--- src/rtl/control_unit_if.sv ---
// control_unit_if: controller <-> datapath bundle; IR and compare flow into the
// controller, every datapath select/enable flows out of it.
interface control_unit_if;
  logic [15:0] IRout;
  logic        compare;
  logic [1:0]  Mux1_alu_B;
  logic [2:0]  Mux2_alu_A;
  logic [1:0]  Mux3_RF_wen;
  logic [2:0]  Mux4_RF_wadd;
  logic [1:0]  Mux5_RF_read2;
  logic        Mux6_RF_dataIn;
  logic [1:0]  Mux8_memwrite;
  logic        Mux9_memDataIn;
  logic        ALU_op;
  logic        CZ_en;
  logic        wIR;
  logic        wAtmp;
  logic        resetT1;
  logic [2:0]  counter;
  logic        halted;

  modport master (
    input  IRout, compare,
    output Mux1_alu_B, Mux2_alu_A, Mux3_RF_wen, Mux4_RF_wadd, Mux5_RF_read2,
           Mux6_RF_dataIn, Mux8_memwrite, Mux9_memDataIn, ALU_op, CZ_en,
           wIR, wAtmp, resetT1, counter, halted
  );

  modport slave (
    output IRout, compare,
    input  Mux1_alu_B, Mux2_alu_A, Mux3_RF_wen, Mux4_RF_wadd, Mux5_RF_read2,
           Mux6_RF_dataIn, Mux8_memwrite, Mux9_memDataIn, ALU_op, CZ_en,
           wIR, wAtmp, resetT1, counter, halted
  );
endinterface

--- src/rtl/control_unit.sv ---
// control_unit: multicycle Moore controller for the 16-bit RISC core.
// Define CTRL_TRAP_ILLEGAL_EN to trap unassigned opcodes in S_HALT instead of skipping them.
module control_unit #(
  parameter int RESET_STATE = 0
) (
  input  logic           clk,
  input  logic           reset,
  control_unit_if.master bus
);

  typedef enum logic [3:0] {
    S_F0 = 4'd0, S_F1 = 4'd1, S_P0 = 4'd2, S_P1 = 4'd3, S_D = 4'd4,
    S_EX = 4'd5, S_WB = 4'd6, S_MR = 4'd7, S_MW = 4'd8, S_LA = 4'd9,
    S_LB = 4'd10, S_BR = 4'd11, S_J = 4'd12, S_HALT = 4'd13
  } state_t;

  localparam logic [3:0] OP_ADD = 4'b0000, OP_ADI = 4'b0001, OP_NDU = 4'b0010,
                         OP_LHI = 4'b0011, OP_LW  = 4'b0100, OP_SW  = 4'b0101,
                         OP_LM  = 4'b0110, OP_SM  = 4'b0111, OP_JAL = 4'b1000,
                         OP_JLR = 4'b1001, OP_BEQ = 4'b1100;

  localparam state_t RESET_ST = state_t'(RESET_STATE[3:0]);

  typedef struct packed {
    logic [1:0] mux1;
    logic [2:0] mux2;
    logic [1:0] mux3;
    logic [2:0] mux4;
    logic [1:0] mux5;
    logic       mux6;
    logic [1:0] mux8;
    logic       mux9;
    logic       alu_op;
    logic       cz_en;
    logic       wir;
    logic       watmp;
    logic       reset_t1;
    logic       halted;
  } ctrl_t;

  state_t      state_r;
  state_t      next_s;
  ctrl_t       ctrl_r;
  logic [2:0]  counter_r;
  logic        jump_r;
  logic [3:0]  op_s;
  logic        unused_ir_s;

  assign op_s        = bus.IRout[15:12];
  assign unused_ir_s = ^bus.IRout[11:0];

  function automatic logic is_legal(input logic [3:0] op);
    case (op)
      OP_ADD, OP_ADI, OP_NDU, OP_LHI, OP_LW, OP_SW, OP_LM, OP_SM,
      OP_JAL, OP_JLR, OP_BEQ: return 1'b1;
      default:                return 1'b0;
    endcase
  endfunction

  // Control word for a state; everything idles except T1 capture outside reset.
  function automatic ctrl_t decode(input state_t st, input logic [3:0] op, input logic rst);
    ctrl_t c;
    c          = '0;
    c.reset_t1 = ~rst;
    case (st)
      S_F0: begin c.mux5 = 2'd2; c.mux1 = 2'd2; c.mux2 = 3'd0; end
      S_F1: c.wir = 1'b1;
      S_P0: begin c.mux2 = 3'd1; c.mux1 = 2'd2; c.mux5 = 2'd2; end
      S_P1: begin c.mux4 = 3'd3; c.mux3 = 2'd1; c.mux6 = 1'b1; end
      S_D:  c.watmp = 1'b1;
      S_EX: begin
        case (op)
          OP_ADD, OP_NDU: begin
            c.mux2 = 3'd6; c.mux1 = 2'd2; c.cz_en = 1'b1; c.alu_op = op[1];
          end
          OP_ADI:         begin c.mux2 = 3'd6; c.mux1 = 2'd3; end
          OP_LHI:         begin c.mux2 = 3'd2; c.mux1 = 2'd0; end
          OP_LW, OP_SW:   begin c.mux2 = 3'd3; c.mux1 = 2'd2; end
          OP_LM, OP_SM:   begin c.mux2 = 3'd6; c.mux1 = 2'd0; end
          OP_BEQ:         begin c.mux2 = 3'd6; c.mux1 = 2'd2; end
          OP_JAL, OP_JLR: begin c.mux2 = 3'd0; c.mux1 = 2'd2; c.mux5 = 2'd2; end
          default:        c.mux2 = 3'd0;
        endcase
      end
      S_WB: begin
        case (op)
          OP_ADD, OP_NDU:         begin c.mux4 = 3'd1; c.mux3 = 2'd2; c.mux6 = 1'b1; end
          OP_ADI:                 begin c.mux4 = 3'd4; c.mux3 = 2'd1; c.mux6 = 1'b1; end
          OP_LHI, OP_JAL, OP_JLR: begin c.mux4 = 3'd0; c.mux3 = 2'd1; c.mux6 = 1'b1; end
          default:                c.mux3 = 2'd0;
        endcase
      end
      S_MR: begin c.mux4 = 3'd0; c.mux3 = 2'd1; c.mux6 = 1'b0; end
      S_MW: begin c.mux8 = 2'd1; c.mux9 = 1'b0; end
      S_LA: begin
        if (op == OP_LM) begin
          c.mux3 = 2'd3; c.mux4 = 3'd2;
        end else begin
          c.mux5 = 2'd1; c.mux9 = 1'b1; c.mux8 = 2'd2;
        end
      end
      S_LB: begin c.mux2 = 3'd1; c.mux1 = 2'd2; c.mux5 = 2'd2; end
      S_BR: begin c.mux2 = 3'd3; c.mux1 = 2'd2; c.mux5 = 2'd2; end
      S_J: begin
        // JLR takes its target straight from RF[IR[8:6]] instead of R7+imm9
        if (op == OP_JLR) begin
          c.mux2 = 3'd0; c.mux1 = 2'd2; c.mux5 = 2'd0;
        end else begin
          c.mux2 = 3'd4; c.mux1 = 2'd2; c.mux5 = 2'd2;
        end
      end
      S_HALT:  c.halted = 1'b1;
      default: c.wir = 1'b0;
    endcase
    return c;
  endfunction

  function automatic state_t next_state(input state_t st, input logic [3:0] op,
                                        input logic cmp, input logic [2:0] cnt,
                                        input logic jmp);
    state_t n;
    n = S_F0;
    case (st)
      S_F0: n = S_F1;
      S_F1: n = S_P0;
      S_P0: n = S_P1;
      S_P1: n = jmp ? S_F0 : S_D;
      S_D: begin
        if (is_legal(op)) begin
          n = S_EX;
        end else begin
`ifdef CTRL_TRAP_ILLEGAL_EN
          n = S_HALT;
`else
          n = S_F0;
`endif
        end
      end
      S_EX: begin
        case (op)
          OP_ADD, OP_ADI, OP_NDU, OP_LHI, OP_JAL, OP_JLR: n = S_WB;
          OP_LW:        n = S_MR;
          OP_SW:        n = S_MW;
          OP_LM, OP_SM: n = S_LA;
          OP_BEQ:       n = cmp ? S_BR : S_F0;
          default:      n = S_F0;
        endcase
      end
      S_WB:   n = ((op == OP_JAL) || (op == OP_JLR)) ? S_J : S_F0;
      S_MR:   n = S_F0;
      S_MW:   n = S_F0;
      S_LA:   n = S_LB;
      S_LB:   n = (cnt == 3'd7) ? S_F0 : S_LA;
      S_BR:   n = S_P1;
      S_J:    n = S_P1;
      S_HALT: n = S_HALT;
      default: n = S_F0;
    endcase
    return n;
  endfunction

  assign next_s = next_state(state_r, op_s, bus.compare, counter_r, jump_r);

  // State, LM/SM index, PC-write marker and the registered control word.
  always_ff @(posedge clk) begin
    if (reset) begin
      state_r   <= RESET_ST;
      counter_r <= 3'd0;
      jump_r    <= 1'b0;
      ctrl_r    <= decode(RESET_ST, op_s, 1'b1);
    end else begin
      state_r   <= next_s;
      // counter wraps 7->0 as the loop exits
      counter_r <= (state_r == S_LB) ? counter_r + 3'd1 : counter_r;
      jump_r    <= (state_r == S_BR) || (state_r == S_J);
      ctrl_r    <= decode(next_s, op_s, 1'b0);
    end
  end

  assign bus.Mux1_alu_B     = ctrl_r.mux1;
  assign bus.Mux2_alu_A     = ctrl_r.mux2;
  assign bus.Mux3_RF_wen    = ctrl_r.mux3;
  assign bus.Mux4_RF_wadd   = ctrl_r.mux4;
  assign bus.Mux5_RF_read2  = ctrl_r.mux5;
  assign bus.Mux6_RF_dataIn = ctrl_r.mux6;
  assign bus.Mux8_memwrite  = ctrl_r.mux8;
  assign bus.Mux9_memDataIn = ctrl_r.mux9;
  assign bus.ALU_op         = ctrl_r.alu_op;
  assign bus.CZ_en          = ctrl_r.cz_en;
  assign bus.wIR            = ctrl_r.wir;
  assign bus.wAtmp          = ctrl_r.watmp;
  assign bus.resetT1        = ctrl_r.reset_t1;
  assign bus.counter        = counter_r;
  assign bus.halted         = ctrl_r.halted;

endmodule

--- src/flat_wrapper.sv ---
// flat-port wrapper written by rule: the top's interface ports become plain ports
module control_unit_flat 
#(
  parameter int RESET_STATE = 0
)
  (clk, reset, bus_IRout, bus_compare, bus_Mux1_alu_B, bus_Mux2_alu_A, bus_Mux3_RF_wen, bus_Mux4_RF_wadd, bus_Mux5_RF_read2, bus_Mux6_RF_dataIn, bus_Mux8_memwrite, bus_Mux9_memDataIn, bus_ALU_op, bus_CZ_en, bus_wIR, bus_wAtmp, bus_resetT1, bus_counter, bus_halted);
  control_unit_if bus_i ();
  input  logic clk;
  input  logic reset;
  input wire logic [$bits(bus_i.IRout)-1:0] bus_IRout;
  input wire logic [$bits(bus_i.compare)-1:0] bus_compare;
  output wire logic [$bits(bus_i.Mux1_alu_B)-1:0] bus_Mux1_alu_B;
  output wire logic [$bits(bus_i.Mux2_alu_A)-1:0] bus_Mux2_alu_A;
  output wire logic [$bits(bus_i.Mux3_RF_wen)-1:0] bus_Mux3_RF_wen;
  output wire logic [$bits(bus_i.Mux4_RF_wadd)-1:0] bus_Mux4_RF_wadd;
  output wire logic [$bits(bus_i.Mux5_RF_read2)-1:0] bus_Mux5_RF_read2;
  output wire logic [$bits(bus_i.Mux6_RF_dataIn)-1:0] bus_Mux6_RF_dataIn;
  output wire logic [$bits(bus_i.Mux8_memwrite)-1:0] bus_Mux8_memwrite;
  output wire logic [$bits(bus_i.Mux9_memDataIn)-1:0] bus_Mux9_memDataIn;
  output wire logic [$bits(bus_i.ALU_op)-1:0] bus_ALU_op;
  output wire logic [$bits(bus_i.CZ_en)-1:0] bus_CZ_en;
  output wire logic [$bits(bus_i.wIR)-1:0] bus_wIR;
  output wire logic [$bits(bus_i.wAtmp)-1:0] bus_wAtmp;
  output wire logic [$bits(bus_i.resetT1)-1:0] bus_resetT1;
  output wire logic [$bits(bus_i.counter)-1:0] bus_counter;
  output wire logic [$bits(bus_i.halted)-1:0] bus_halted;
  assign bus_i.IRout = bus_IRout;
  assign bus_i.compare = bus_compare;
  assign bus_Mux1_alu_B = bus_i.Mux1_alu_B;
  assign bus_Mux2_alu_A = bus_i.Mux2_alu_A;
  assign bus_Mux3_RF_wen = bus_i.Mux3_RF_wen;
  assign bus_Mux4_RF_wadd = bus_i.Mux4_RF_wadd;
  assign bus_Mux5_RF_read2 = bus_i.Mux5_RF_read2;
  assign bus_Mux6_RF_dataIn = bus_i.Mux6_RF_dataIn;
  assign bus_Mux8_memwrite = bus_i.Mux8_memwrite;
  assign bus_Mux9_memDataIn = bus_i.Mux9_memDataIn;
  assign bus_ALU_op = bus_i.ALU_op;
  assign bus_CZ_en = bus_i.CZ_en;
  assign bus_wIR = bus_i.wIR;
  assign bus_wAtmp = bus_i.wAtmp;
  assign bus_resetT1 = bus_i.resetT1;
  assign bus_counter = bus_i.counter;
  assign bus_halted = bus_i.halted;
  control_unit #(.RESET_STATE(RESET_STATE)) u_core (.clk(clk), .reset(reset), .bus(bus_i));
endmodule
--- config.mk ---
export PLATFORM = sky130hd
export DESIGN_NAME = control_unit_flat
export DESIGN_NICKNAME = d
export VERILOG_FILES = /design/src/rtl/control_unit_if.sv /design/src/rtl/control_unit.sv /design/src/flat_wrapper.sv
export SDC_FILE = /design/constraint.sdc
export NUM_CORES = 1
export LEC_CHECK = 0
export CAP_MARGIN = 5
export CORE_ASPECT_RATIO = 0.8
export CORE_MARGIN = 2
export CORE_UTILIZATION = 46
export CTS_CLUSTER_SIZE = 8
export DETAILED_ROUTE_END_ITERATION = 10
export GPL_TIMING_DRIVEN = 0
export HOLD_SLACK_MARGIN = 0.02
export PLACE_DENSITY = 0.79
export REMOVE_ABC_BUFFERS = 1
export SKIP_LAST_GASP = 1
export SLEW_MARGIN = 10
export SYNTH_ARGS = -nofsm -noshare
export SYNTH_HDL_FRONTEND = slang
export SYNTH_SLANG_ARGS = --single-unit
--- constraint.sdc ---
create_clock -name clk -period 2.4 [get_ports clk]
set_clock_uncertainty 0.1 [all_clocks]
set_input_delay 0.48 -clock clk [delete_from_list [all_inputs] [get_ports clk]]
set_output_delay 0.48 -clock clk [all_outputs]
set_load 0.005 [all_outputs]
==> flow_metrics.py, run 1 <==
metrics = {
    "logic_synthesis": {
        "synth_cell_types": 53,
        "synthCells": 162,
        "yosysWarningCount": 0,
        "synth_largest_area_cell": "dfxtp_1",
        "syn_area_per_cell_um2": 9.15,
        "synth_async_sr_flop_share_pct": 0,
        "ys.flop_type": "dfxtp_1",
        "ys_seq_elements": 28,
        "yosysTopAreaCellShare_pct": 37.8,
        "syn-cell-area_um2": 1480,
        "synth.most_common_cell": "dfxtp_1",
        "synth_edf_count": 0,
        "synth_common_cells": "dfxtp_1 (28), nor2_1 (14), a21oi_1 (8)",
        "yosysSeqAreaShare_pct": 37.8,
        "synthTopCellsByArea": "dfxtp_1 (38%), nor2_1 (3.5%), a21oi_1 (2.7%)",
    },
    "clocking": {
        "cts_repair_resize_count": 3,
        "cts_hold_buf": 0,
        "cts_tree": "done",
        "post_cts_buffers": 0,
        "clkTransAtPathRegs_ns": 0.10,
        "root_buffer": "clkbuf_8",
        "cts.sinks": 28,
        "clk_latency_ns": 0.28,
        "clock_path_buffers": 2,
        "cts_buffers": 3,
        "htree_levels": 1,
    },
    "routing": {
        "wl_um": 3340,
        "vias_per_cell": 5.76,
        "drc": 0,
        "drtIter0Drc": 75,
        "avgRoutedWirePerCell_um": 15.0,
        "first_pass_iters": 5,
        "vias": 1285,
        "ant_nets": 0,
    },
    "power": {
        "vdd_ir_drop_max_v": 0.000362,
        "p_per_area_nw_per_um2": 579,
        "power_leakage_nw": 0.707,
    },
    "timing": {
        "finalSetupViolCount": 0,
        "setup_ws_ns": 0.155,
        "min_period_ns": 2.25,
        "relSlewSlack_pct": 47.9,
        "timing.final.crit_share_pct": 93.6,
        "worst_pin_slew_ns": 0.778,
        "max_freq_mhz": 445,
        "hold_viol_final": 0,
        "rsz0062_at_grt": "false",
        "slew_viol_final": 0,
    },
    "global_route": {
        "grt_use_total_pct": 19.8,
        "grt_first_pass_wirelength_um": 5420,
        "antenna_found_initial": 0,
        "grt.overflow.total": 0,
        "grt_max_degree": 19,
        "grt_pass1_vias": 1161,
    },
    "worst_setup_path": {
        "crit_slowest_cell": "dlygate4sd2_1",
        "crit_fanout": 18,
        "arrival_ns": 2.35,
        "r2r_setup_slack_ns": 0.29,
        "crit_required_ns": 2.50,
        "end_kind": "flip-flop",
        "crit_path_cell_trace": "dlygate4sd2_1 > o21ai_0 > a21boi_0 > o2111a_2 > nand4_2 > nor3_2",
        "crit_path_start_kind": "primary input",
        "critical_path_class": "primary input to flip-flop",
        "critPathMaxStageDelay_ns": 0.61,
    },
    "finish": {
        "antennaDiodeCount": 0,
        "drive_gt1_share_pct": 10.4,
        "regArea_um2": 561,
        "final_cells": 223,
        "multiInputGateArea_um2": 817,
        "nFillCells": 264,
        "synthToLayoutAreaGrowth_pct": 23.2,
        "nNetsFinal": 205,
    },
    "place": {
        "place_ws_ns": -0.339,
        "gp_congestion": 0.854,
        "io_buffers": 31,
        "dp_hpwl_um": 2380,
        "dpl.cell_count": 219,
    },
    "run": {
        "maxCapViolCount": 0,
    },
    "die": {
        "core_area_um2": 3090,
        "start_util_pct": 48.1,
        "ios": 44,
        "die_w_um": 67.5,
        "rows": 18,
        "dieHeight_um": 54.8,
        "dieArea_um2": 3700,
    },
    "status": {
        "status": "finished clean",
    },
    "min_path": {
        "hp-class": "flip-flop to flip-flop",
    },
}
-- cell type report --
class | instances | area share (%)
Sequential cell | 28 | 30.7
Clock inverter | 1 | 1.64
Tap cell | 40 | 2.74
Clock buffer | 3 | 2.26
Inverter | 5 | 1.03
Timing Repair Buffer | 31 | 16.9
Multi-Input combinational cell | 115 | 44.7
-- final timing paths --
kind                                                         start                                      to  depth (start not counted)
worst min-delay path            u_core.bus.counter[2]$_SDFFE_PP0P_      u_core.bus.counter[2]$_SDFFE_PP0P_                          2
worst min register to register  u_core.bus.counter[2]$_SDFFE_PP0P_      u_core.bus.counter[2]$_SDFFE_PP0P_                          2
worst max-delay path                                 bus_IRout[14]  u_core.bus.Mux5_RF_read2[0]$_SDFF_PP0_                          6
worst max register to register        u_core.state_r[0]$_SDFF_PP0_   u_core.bus.Mux4_RF_wadd[2]$_SDFF_PP0_                          5
-- registers in the layout, summed over array words and instances (netlist names) --
name / count
u_core.bus.wIR: 1
u_core.bus.halted: 1
u_core.state_r: 4
u_core.bus.Mux6_RF_dataIn: 1
u_core.bus.Mux8_memwrite: 1
u_core.bus.wAtmp: 1
u_core.bus.ALU_op: 1
u_core.bus.Mux3_RF_wen: 2
u_core.bus.Mux5_RF_read2: 2
u_core.jump_r: 1
u_core.bus.Mux4_RF_wadd: 3
u_core.bus.Mux2_alu_A: 3
u_core.bus.CZ_en: 1
u_core.bus.counter: 3
u_core.bus.Mux1_alu_B: 2
u_core.bus.resetT1: 1
-- cells in the final DEF, fill, tap and decap left out, types with 2 or more instances in the layout --
cell type and instances:
clkbuf_8 3, nand2_1 6, o21a_1 2, and2_1 3
dlygate4sd2_1 3, a21o_1 5, mux2i_1 4, clkdlybuf4s50_1 27
nand4_2 2, a211o_1 2, nand2b_1 5, nand4_1 2
a21boi_0 2, a21oi_1 8, o211ai_1 2, o21ai_1 5
nor3_1 4, a211oi_1 3, a31oi_1 2, nor2b_1 3
o21ai_0 6, and3_1 6, nor2_1 14, nand3_1 2
inv_1 5, ha_1 2, dfxtp_1 28
-- stage by stage --
stage / hold WS, ns / total power [mW] / area (um^2) / TNS, ns / util, %
after global routing: 0.481 / 1.10 / 1830 / 0 / 59.2
after floorplan: 0.412 / 0.615 / 1400 / 0 / -
after detailed placement: 0.423 / 0.700 / 1760 / -3.79 / 56.9
after CTS: 0.448 / 1.06 / 1820 / 0 / 59.1
final: 0.446 / 1.06 / 1830 / 0 / 59.2
after global placement: 0.407 / 0.696 / 1760 / -3.41 / 56.9
-- kinds of logic after synthesis --
kind of cell | Yosys count | synth area share [%]
xor gates and xnor gates | 1 | 0.591
muxes | 4 | 2.70
DFF | 28 | 37.8
buffers and inverters | 19 | 7.09
AOI/OAI and AO/OA | 46 | 22.7
and+or+nand+nor | 62 | 27.4
adders and majority gates | 2 | 1.69
-- per-layer routing --
layer  wire, um  vias to the layer above  track usage, %
met3        235                        6            4.32
met4         30                        0            6.12
met5          0                        -               0
met2       1610                       53            33.8
li1           -                      630               -
met1       1470                      596            25.0
-- where the power goes --
part | switching (mW) | internal (mW) | total [mW]
logic | 0.0983 | 0.0827 | 0.181
registers | 0.0253 | 0.485 | 0.510
clock network | 0.143 | 0.223 | 0.367
-- critical path, delay by kind of cell --
kind                   cells  cell delay [ns]
AO/OA/AOI/OAI              3             0.83
buffers and inverters      1             0.61
AND/OR/NAND/NOR            2             0.43
Power figures use the tool's default switching activity.
==> inputs of run 2 (changes only) <==
--- a/config.mk
+++ b/config.mk
@@ -9,6 +9,7 @@
 export CORE_ASPECT_RATIO = 0.8
 export CORE_MARGIN = 2
 export CORE_UTILIZATION = 46
+export CTS_CLUSTER_DIAMETER = 60
 export CTS_CLUSTER_SIZE = 8
 export DETAILED_ROUTE_END_ITERATION = 10
 export GPL_TIMING_DRIVEN = 0
==> results of run 2 <==
Final layout, timing and power as in run 1 (identical DEF).
